### config.mk
export PLATFORM = sky130hd
export DESIGN_NAME = dcc_decoder
export DESIGN_NICKNAME = d
export VERILOG_FILES = /design/src/rtl/dcc_pkg.sv /design/src/rtl/dcc_px_recon.sv /design/src/rtl/dcc_decoder.sv
export SDC_FILE = /design/constraint.sdc
export NUM_CORES = 2
export LEC_CHECK = 0
export ABC_AREA = 1
export ABC_CLOCK_PERIOD_IN_PS = 2100
export CORE_AREA = 2 2 381 383
export DETAILED_ROUTE_END_ITERATION = 7
export DIE_AREA = 0 0 383 385
export GPL_ROUTABILITY_DRIVEN = 0
export GPL_TIMING_DRIVEN = 0
export HOLD_SLACK_MARGIN = 0.05
export PLACE_DENSITY_LB_ADDON = 0.08
export SLEW_MARGIN = 10
export SYNTH_ARGS = -nofsm -noshare
export SYNTH_HDL_FRONTEND = slang
export SYNTH_SLANG_ARGS = --single-unit
### constraint.sdc
create_clock -name clk -period 2.1 [get_ports clk]
set_clock_uncertainty 0.15 [all_clocks]
set_input_delay 0.315 -clock clk [delete_from_list [all_inputs] [get_ports clk]]
set_output_delay 0.315 -clock clk [all_outputs]
set_load 0.005 [all_outputs]
### src/rtl/dcc_pkg.sv
// Shared constants, FSM state type and slice-offset helpers for the delta-color-compression decoder.
package dcc_pkg;

  localparam int unsigned DCC_CH_BITS   = 8;
  localparam int unsigned DCC_CHANNELS  = 4;
  localparam int unsigned DCC_BLOCK_DIM = 4;
  localparam int unsigned DCC_ROWS      = 4;

  typedef enum logic {
    EMPTY,
    EMIT
  } dcc_state_e;

  function automatic int unsigned dcc_px_off(input int unsigned px);
    return px * DCC_CH_BITS * DCC_CHANNELS;
  endfunction

  function automatic int unsigned dcc_ch_off(input int unsigned ch);
    return ch * DCC_CH_BITS;
  endfunction

  function automatic int unsigned dcc_delta_off(input int unsigned px, input int unsigned ch,
                                                input int unsigned delta_bits);
    return (px * DCC_CHANNELS + ch) * delta_bits;
  endfunction

endpackage

### src/rtl/dcc_px_recon.sv
// One-pixel reconstruction: each channel is base plus sign-extended delta, wrapping mod 256.
module dcc_px_recon
  import dcc_pkg::*;
#(
  parameter int unsigned DELTA_BITS = 4
) (
  input  logic [31:0]                           i_base,
  input  logic [DCC_CHANNELS*DELTA_BITS-1:0]    i_deltas,
  output logic [31:0]                           o_pixel
);

  for (genvar j = 0; j < DCC_CHANNELS; j++) begin : g_ch
    logic signed [DELTA_BITS-1:0] w_delta;
    assign w_delta = i_deltas[dcc_delta_off(0, j, DELTA_BITS) +: DELTA_BITS];
    // Signed size cast sign-extends; the 8-bit sum wraps naturally.
    assign o_pixel[dcc_ch_off(j) +: DCC_CH_BITS] =
      i_base[dcc_ch_off(j) +: DCC_CH_BITS] + DCC_CH_BITS'(w_delta);
  end

endmodule

### src/rtl/dcc_decoder.sv
// Delta-color-compression block decoder: reconstructs a 4x4 RGBA8 block at accept and streams it one row per beat.
module dcc_decoder
  import dcc_pkg::*;
#(
  parameter int unsigned PIXEL_BITS   = 32,
  parameter int unsigned BLOCK_PIXELS = 16,
  parameter int unsigned DELTA_BITS   = 4,
  parameter int unsigned ROW_PIXELS   = 4
) (
  input  logic                                  clk,
  input  logic                                  rst_n,
  input  logic                                  blk_valid,
  output logic                                  blk_ready,
  input  logic                                  blk_compressed,
  input  logic [PIXEL_BITS-1:0]                 blk_base,
  input  logic [BLOCK_PIXELS*4*DELTA_BITS-1:0]  blk_deltas,
  input  logic [BLOCK_PIXELS*PIXEL_BITS-1:0]    blk_raw,
  output logic                                  out_valid,
  input  logic                                  out_ready,
  output logic [ROW_PIXELS*PIXEL_BITS-1:0]      out_row,
  output logic [1:0]                            out_row_idx,
  output logic                                  out_last,
  output logic                                  out_was_compressed,
  output logic [15:0]                           stat_comp_blocks,
  output logic [15:0]                           stat_raw_blocks
);

  dcc_state_e                        r_state;
  logic [1:0]                        r_row;
  logic                              r_comp;
  logic [ROW_PIXELS*PIXEL_BITS-1:0]  r_hold [DCC_ROWS];
  logic [15:0]                       r_stat_comp;
  logic [15:0]                       r_stat_raw;

  logic [PIXEL_BITS-1:0]             w_recon [BLOCK_PIXELS];
  logic [ROW_PIXELS*PIXEL_BITS-1:0]  w_rows  [DCC_ROWS];
  logic                              w_emit;
  logic                              w_done;
  logic                              w_accept;

  for (genvar p = 0; p < BLOCK_PIXELS; p++) begin : g_px
    dcc_px_recon #(
      .DELTA_BITS (DELTA_BITS)
    ) u_recon (
      .i_base   (blk_base),
      .i_deltas (blk_deltas[dcc_delta_off(p, 0, DELTA_BITS) +: DCC_CHANNELS*DELTA_BITS]),
      .o_pixel  (w_recon[p])
    );
  end

  always_comb begin
    w_rows = '{default: '0};
    for (int unsigned r = 0; r < DCC_ROWS; r++) begin
      for (int unsigned k = 0; k < ROW_PIXELS; k++) begin
        w_rows[r][k*PIXEL_BITS +: PIXEL_BITS] = blk_compressed
          ? w_recon[r*ROW_PIXELS + k]
          : blk_raw[dcc_px_off(r*ROW_PIXELS + k) +: PIXEL_BITS];
      end
    end
  end

  assign w_emit   = (r_state == EMIT);
  assign w_done   = w_emit && (r_row == 2'd3) && out_ready;
  assign blk_ready = (r_state == EMPTY) || w_done;
  assign w_accept = blk_valid && blk_ready;

  always_ff @(posedge clk or negedge rst_n) begin
    if (!rst_n) begin
      r_state     <= EMPTY;
      r_row       <= '0;
      r_comp      <= 1'b0;
      r_hold      <= '{default: '0};
      r_stat_comp <= '0;
      r_stat_raw  <= '0;
    end else begin
      if (w_done) begin
        if (r_comp) begin
          if (r_stat_comp != '1) r_stat_comp <= r_stat_comp + 16'd1;
        end else begin
          if (r_stat_raw != '1) r_stat_raw <= r_stat_raw + 16'd1;
        end
      end
      // A new block may land in the same cycle the row-3 beat retires: no bubble.
      if (w_accept) begin
        r_hold  <= w_rows;
        r_comp  <= blk_compressed;
        r_row   <= '0;
        r_state <= EMIT;
      end else if (w_emit && out_ready) begin
        if (r_row == 2'd3) begin
          r_state <= EMPTY;
          r_row   <= '0;
        end else begin
          r_row <= r_row + 2'd1;
        end
      end
    end
  end

  assign out_valid          = w_emit;
  assign out_row            = r_hold[r_row];
  assign out_row_idx        = r_row;
  assign out_last           = w_emit && (r_row == 2'd3);
  assign out_was_compressed = r_comp;
  assign stat_comp_blocks   = r_stat_comp;
  assign stat_raw_blocks    = r_stat_raw;

endmodule
# [After elaboration in Yosys (flattened, before gate mapping)]
# Index checks and enable logic that the tools add are counted.
# Widths: inputs -> output; s select.
[word_totals] register_bits=548 input_bits=805 out_inout_bits=166 wordCells=118
[classes] addsub=67 n_lt_le_gt_ge=1 eq_ne=3 n_mux=25 bitwise_logic=3 reduce_logical=10
[op_table] op="$add 8x8->8" count=64
[op_table] op="$mux 32" count=16
[op_table] op="$bmux 128 s2" count=1
[op_table] op="$mux 128" count=2
[op_table] op="$add 16x1->16 const B" count=2
[op_table] op="$ne 16x16->1 const B" count=2
[op_table] op="$mux 2" count=3
[op_table] op="$reduce_and 3->1" count=2
[op_table] op="$logic_and 1x1->1" count=4
[op_table] op="$reduce_bool 2->1" count=2
[op_table] op="$ge 3x3->1 const B" count=1
[op_table] op="$mux 1" count=3
[op_table] op="$not 2->3" count=1
[op_table] op="$add 2x1->2 const B" count=1
[op_table] op="$eq 2x2->1 const B" count=1
[op_table] op="$not 1->1" count=2
[op_table] op="$reduce_and 2->1" count=1
[op_table] op="$logic_or 1x1->1" count=1

# [Depth between registers and ports, before layout]
[logic_depth] word_depth=7 ltp_mapped=12 mapped_depth_nobuf=12

# [Modules after synthesis]
# From an unflattened synthesis, not the netlist that was laid out.
[hier_totals] cells_unflattened=7666 hier_area_um2=51281.7
[modules_own_cells] mod="dcc_decoder" n_inst=1 cells_per_inst=3826 area_each_um2=28909.0 seq_area_each_um2=13713.2
[modules_own_cells] mod="dcc_px_recon at g_px[11].u_recon ..." n_inst=11 cells_per_inst=240 area_each_um2=1407.6 seq_area_each_um2=0.0
[modules_own_cells] mod="dcc_px_recon at g_px[0].u_recon ..." n_inst=2 cells_per_inst=240 area_each_um2=1387.6 seq_area_each_um2=0.0
[modules_own_cells] mod="dcc_px_recon at g_px[8].u_recon ..." n_inst=2 cells_per_inst=240 area_each_um2=1368.8 seq_area_each_um2=0.0
[modules_own_cells] mod="dcc_px_recon at g_px[4].u_recon" n_inst=1 cells_per_inst=240 area_each_um2=1376.3 seq_area_each_um2=0.0

# [Worst setup path after synthesis]
# Ideal clock, no wire load.
[synth_timing] kind="in2reg" startpoint="input blk_base[25]" endpoint="register r_hold[446] (netlist name)" setup_time_ns=0.116 arrival_time_ns=1.775 required_ns=1.834 path_slack_ns=0.058 path_stages=11 path_buffers=0 cell_sequence="inv_1 -> fa_1 -> inv_1 -> nand2_1 -> nand2_1 -> nand3b_1 -> nand2_1 -> nand2_1 -> nand3_1 -> nand2_1 -> nand2_1"
[synth_via] elab_chain_len=2
[synth_rtl] item="start, declared" line="dcc_decoder.sv:15" rtl="input logic [PIXEL_BITS-1:0] blk_base,"
[synth_rtl] item="$add 8x8->8" line="dcc_px_recon.sv:17" rtl="i_base[dcc_ch_off(j) +: DCC_CH_BITS] + DCC_CH_BITS'(w_delta);"
[synth_rtl] item="$mux 32" line="dcc_decoder.sv:56" rtl="? w_recon[r*ROW_PIXELS + k]"
[synth_rtl] item="end signal, assigned" line="dcc_decoder.sv:85" rtl="r_hold <= w_rows;"
[synth_rtl] item="end, declared" line="dcc_decoder.sv:31" rtl="logic [ROW_PIXELS*PIXEL_BITS-1:0] r_hold [DCC_ROWS];"
# No other way between the ends.
# A chain may end at the register's enable or synchronous reset.

# [Worst setup path in the final report]
[layout_timing] startpoint="register r_row[0] (netlist: out_row_idx[0])" endpoint="output out_row[87]"
[layout_via] elab_chain_len=4
[layout_rtl] item="start, declared" line="dcc_decoder.sv:29" rtl="logic [1:0] r_row;"
[layout_rtl] item="start signal, assigned" line="dcc_decoder.sv:94" rtl="r_row <= r_row + 2'd1;"
[layout_rtl] item="$not 2->3 (implied by the code)" line="dcc_decoder.sv:101" rtl="assign out_row = r_hold[r_row];"
[layout_rtl] item="$bmux 128 s2" line="dcc_decoder.sv:101"
[layout_rtl] item="$mux 128 (implied by the code) (2 in a row)" line="dcc_decoder.sv:101"
[layout_rtl] item="end, declared" line="dcc_decoder.sv:20" rtl="output logic [ROW_PIXELS*PIXEL_BITS-1:0] out_row,"
# No other way between the ends. The select of a mux whose other input is x is not followed.

==> flow_metrics.py <==
metrics = {
    "cts": {
        "clkLatencyLatePin_ns": 0.68,
        "ctsHtreeMaxLevel": 3,
        "clk_path_buf_depth": 3,
        "clockRootBuffer": "clkbuf_16",
        "cts.sinks": 548,
        "holdBufCountCts": 3,
        "cts_buffers": 73,
        "cts_tree": "yes",
        "clkSlewWorstSetupHoldPaths_ns": 0.07,
    },
    "logic_synthesis": {
        "synth.avg_cell_area_sq_um": 6.44,
        "synth_seq_cells": 548,
        "synth_most_common_cell": "nand2_1",
        "ys_async_sr_fraction": 1.00,
        "synth_flop_cell": "dfrtp_1",
        "yosysSeqAreaShare": 0.271,
        "synth_cell_types": 30,
        "syn-cell-area_sq_um": 50500,
        "netlist_instances": 7846,
        "yosysWarningCount": 0,
        "syn_nets": 9166,
        "synth_area_leaders": "dfrtp_1 (27%), nand2_1 (19%), ha_1 (11%)",
        "synth-edff-count": 0,
        "netlist.area_leader.share": 0.271,
        "yosysTopAreaCell": "dfrtp_1",
        "synthTopCellsByCount": "nand2_1 (2515), inv_1 (924), nor2_1 (880)",
    },
    "drt": {
        "firstDrtPassIters": 8,
        "via_per_inst": 5.82,
        "drt_first_iter_violations": 9444,
        "final_antenna_net_count": 0,
        "wl_per_cell_microns": 31.8,
        "wl_mm": 348,
        "vias": 63687,
        "drc": 3,
    },
    "floorplan": {
        "start_util": 0.353,
        "die_h_microns": 385,
        "core_area_sq_um": 143000,
        "die_w_microns": 383,
        "row_count": 139,
        "die_area_sq_um": 147000,
        "ios": 971,
    },
    "sta": {
        "setup_slack_ns": -0.993,
        "setup_viol": 689,
        "hold_viol_final": 87,
        "holdWs_ns": -0.528,
        "period_share": 1.47,
        "period_needed_ns": 3.09,
        "slew_headroom": 0.0225,
        "fmax_mhz": 323,
        "tns_ns": -368.29,
        "timing.final.max_slew_violations": 0,
        "rsz0062_at_grt": "yes",
        "max_slew.worst_pin.slew_ns": 1.47,
    },
    "worst_setup_path": {
        "cp.required_ns": 1.63,
        "critPathKind": "reg2out",
        "crit_start": "out_row_idx[0]",
        "endpoint_kind": "primary output",
        "cp.arrival_ns": 2.63,
        "r2r_start": "out_row_idx[0]",
        "worst-r2r-cell-count": 10,
        "setup.worst_path.end": "out_row[87]",
        "critPathLaunchType": "flop",
        "r2r_slack_ns": -0.81,
        "crit_fanout": 10,
        "reg2reg_to": "r_hold[121]",
    },
    "final_layout": {
        "instances_no_fill": 10943,
        "multi_input_area_sq_um": 34400,
        "n_fill_cell": 14623,
        "register_area_sq_um": 13700,
        "fin_nets": 10271,
        "area_delta_synth_final_pct": 36.9,
        "drive_above_1_share": 0.105,
    },
    "pwr": {
        "irDropWorstVdd_uv": 752,
        "total_power_mw": 83.2,
        "leakagePower_nw": 35.4,
        "p_per_area_nw_per_um2": 1200,
    },
    "flow_run": {
        "drv_cap": 0,
    },
    "grt": {
        "antenna_found_initial": 73,
        "grt_pass1_vias": 56887,
        "grt_max_degree": 107,
        "grt_usage": 0.453,
        "grt-ovfl-total": 0,
        "grt_first_pass_wirelength_mm": 456,
    },
    "outcome": {
        "status": "complete, but fails checks",
        "violations": "design-rule violations, negative hold slack, negative setup slack",
    },
    "place": {
        "dp.cells": 10747,
        "detailed_place_hpwl_mm": 281,
        "io_buffers": 965,
        "pre_cts_slack_ns": -2.09,
    },
    "worst_hold_path": {
        "holdCritPathClass": "in2async",
    },
}
## per-layer routing
metal | part of all wire | routed length [microns] | track usage
met5 | 0.0023 | 803 | 0.00715
met4 | 0.089 | 31000 | 0.333
met3 | 0.15 | 52500 | 0.166
met2 | 0.40 | 139000 | 0.639
met1 | 0.36 | 125000 | 0.563
## critical path, stage by stage (launching register included)
cell	delay, ns
dfrtp_4	0.55
buf_12	0.19
inv_16	0.06
buf_12	0.15
buf_8	0.15
o21ai_1	0.40
o22ai_4	0.22
buf_6	0.18
## worst min-delay path by stage
stage,endpoint,slack (ns),cells after the start
final,stat_raw_blocks[15],-0.53,1
after global routing,stat_raw_blocks[12],-0.48,1
after CTS,stat_raw_blocks[15],-0.52,1
after detailed placement,stat_raw_blocks[15],0.17,1
after global placement,r_hold[182],0.31,2
after floorplan,out_row_idx[0],-0.13,0
## area by class of cell
type,instances,share of cell area
multi-input cells,6047,0.498
flip-flops and latches,548,0.198
repair buffers,1032,0.149
inverters,928,0.0507
well taps,1903,0.0344
plain buffers,321,0.0312
clock buffers,97,0.0299
clock inverters,37,0.00715
diodes,30,0.00109
## state kept, by name (all words and copies together), names as in the netlist
register            count
stat_comp_blocks       16
out_row_idx             2
out_valid               1
stat_raw_blocks        16
r_hold                512
out_was_compressed      1
## power by group
group	switching, mW	internal (mW)	total, mW	leakage, nW
clock	5.80	8.10	13.9	1.24
sequential	6.59	15.5	22.1	6.64
combinational	30.3	16.8	47.1	27.5
## kinds of logic after synthesis
group           synth area share
fa+ha+maj                  0.137
simple gates               0.343
flops                      0.271
buf+inv                   0.0980
xor+xnor                  0.0348
compound gates             0.116
## layout by cell type (no fill, tap or decap), types with 71 or more instances in the layout
| cell | netlist | layout |
|---|---|---|
| a21oi_1 | 336 | 336 |
| buf_2 | 142 | 212 |
| clkbuf_1 | 149 | 87 |
| clkbuf_16 | 0 | 88 |
| clkdlybuf4s50_1 | 0 | 807 |
| dfrtp_1 | 548 | 546 |
| ha_1 | 451 | 451 |
| inv_1 | 924 | 919 |
| nand2_1 | 2515 | 2511 |
| nand3_1 | 710 | 710 |
| nand4_1 | 133 | 133 |
| nor2_1 | 880 | 733 |
| nor2_4 | 0 | 77 |
| o211ai_1 | 118 | 118 |
| o21ai_0 | 379 | 208 |
| o21ai_1 | 32 | 103 |
| o22ai_2 | 0 | 71 |
| xor2_1 | 186 | 186 |
## what timing repair did
item,CTS,global route
cloned,1,10
endpoints found under the setup margin,700,706
resized for setup,886,536
buffers inserted,5,14
endpoints found under the hold margin,108,68
pin swaps,122,84
## metrics by stage
step	instance area, sq um	hold WS [ns]	util
2_1_floorplan	50500	-0.131	-
3_3_place_gp	62600	0.310	0.437
3_5_place_dp	63200	0.174	0.441
4_1_cts	67700	-0.516	0.473
5_1_grt	69100	-0.484	0.483
6_report	69200	-0.528	0.483
No activity file was read; power rests on OpenSTA's default activity.
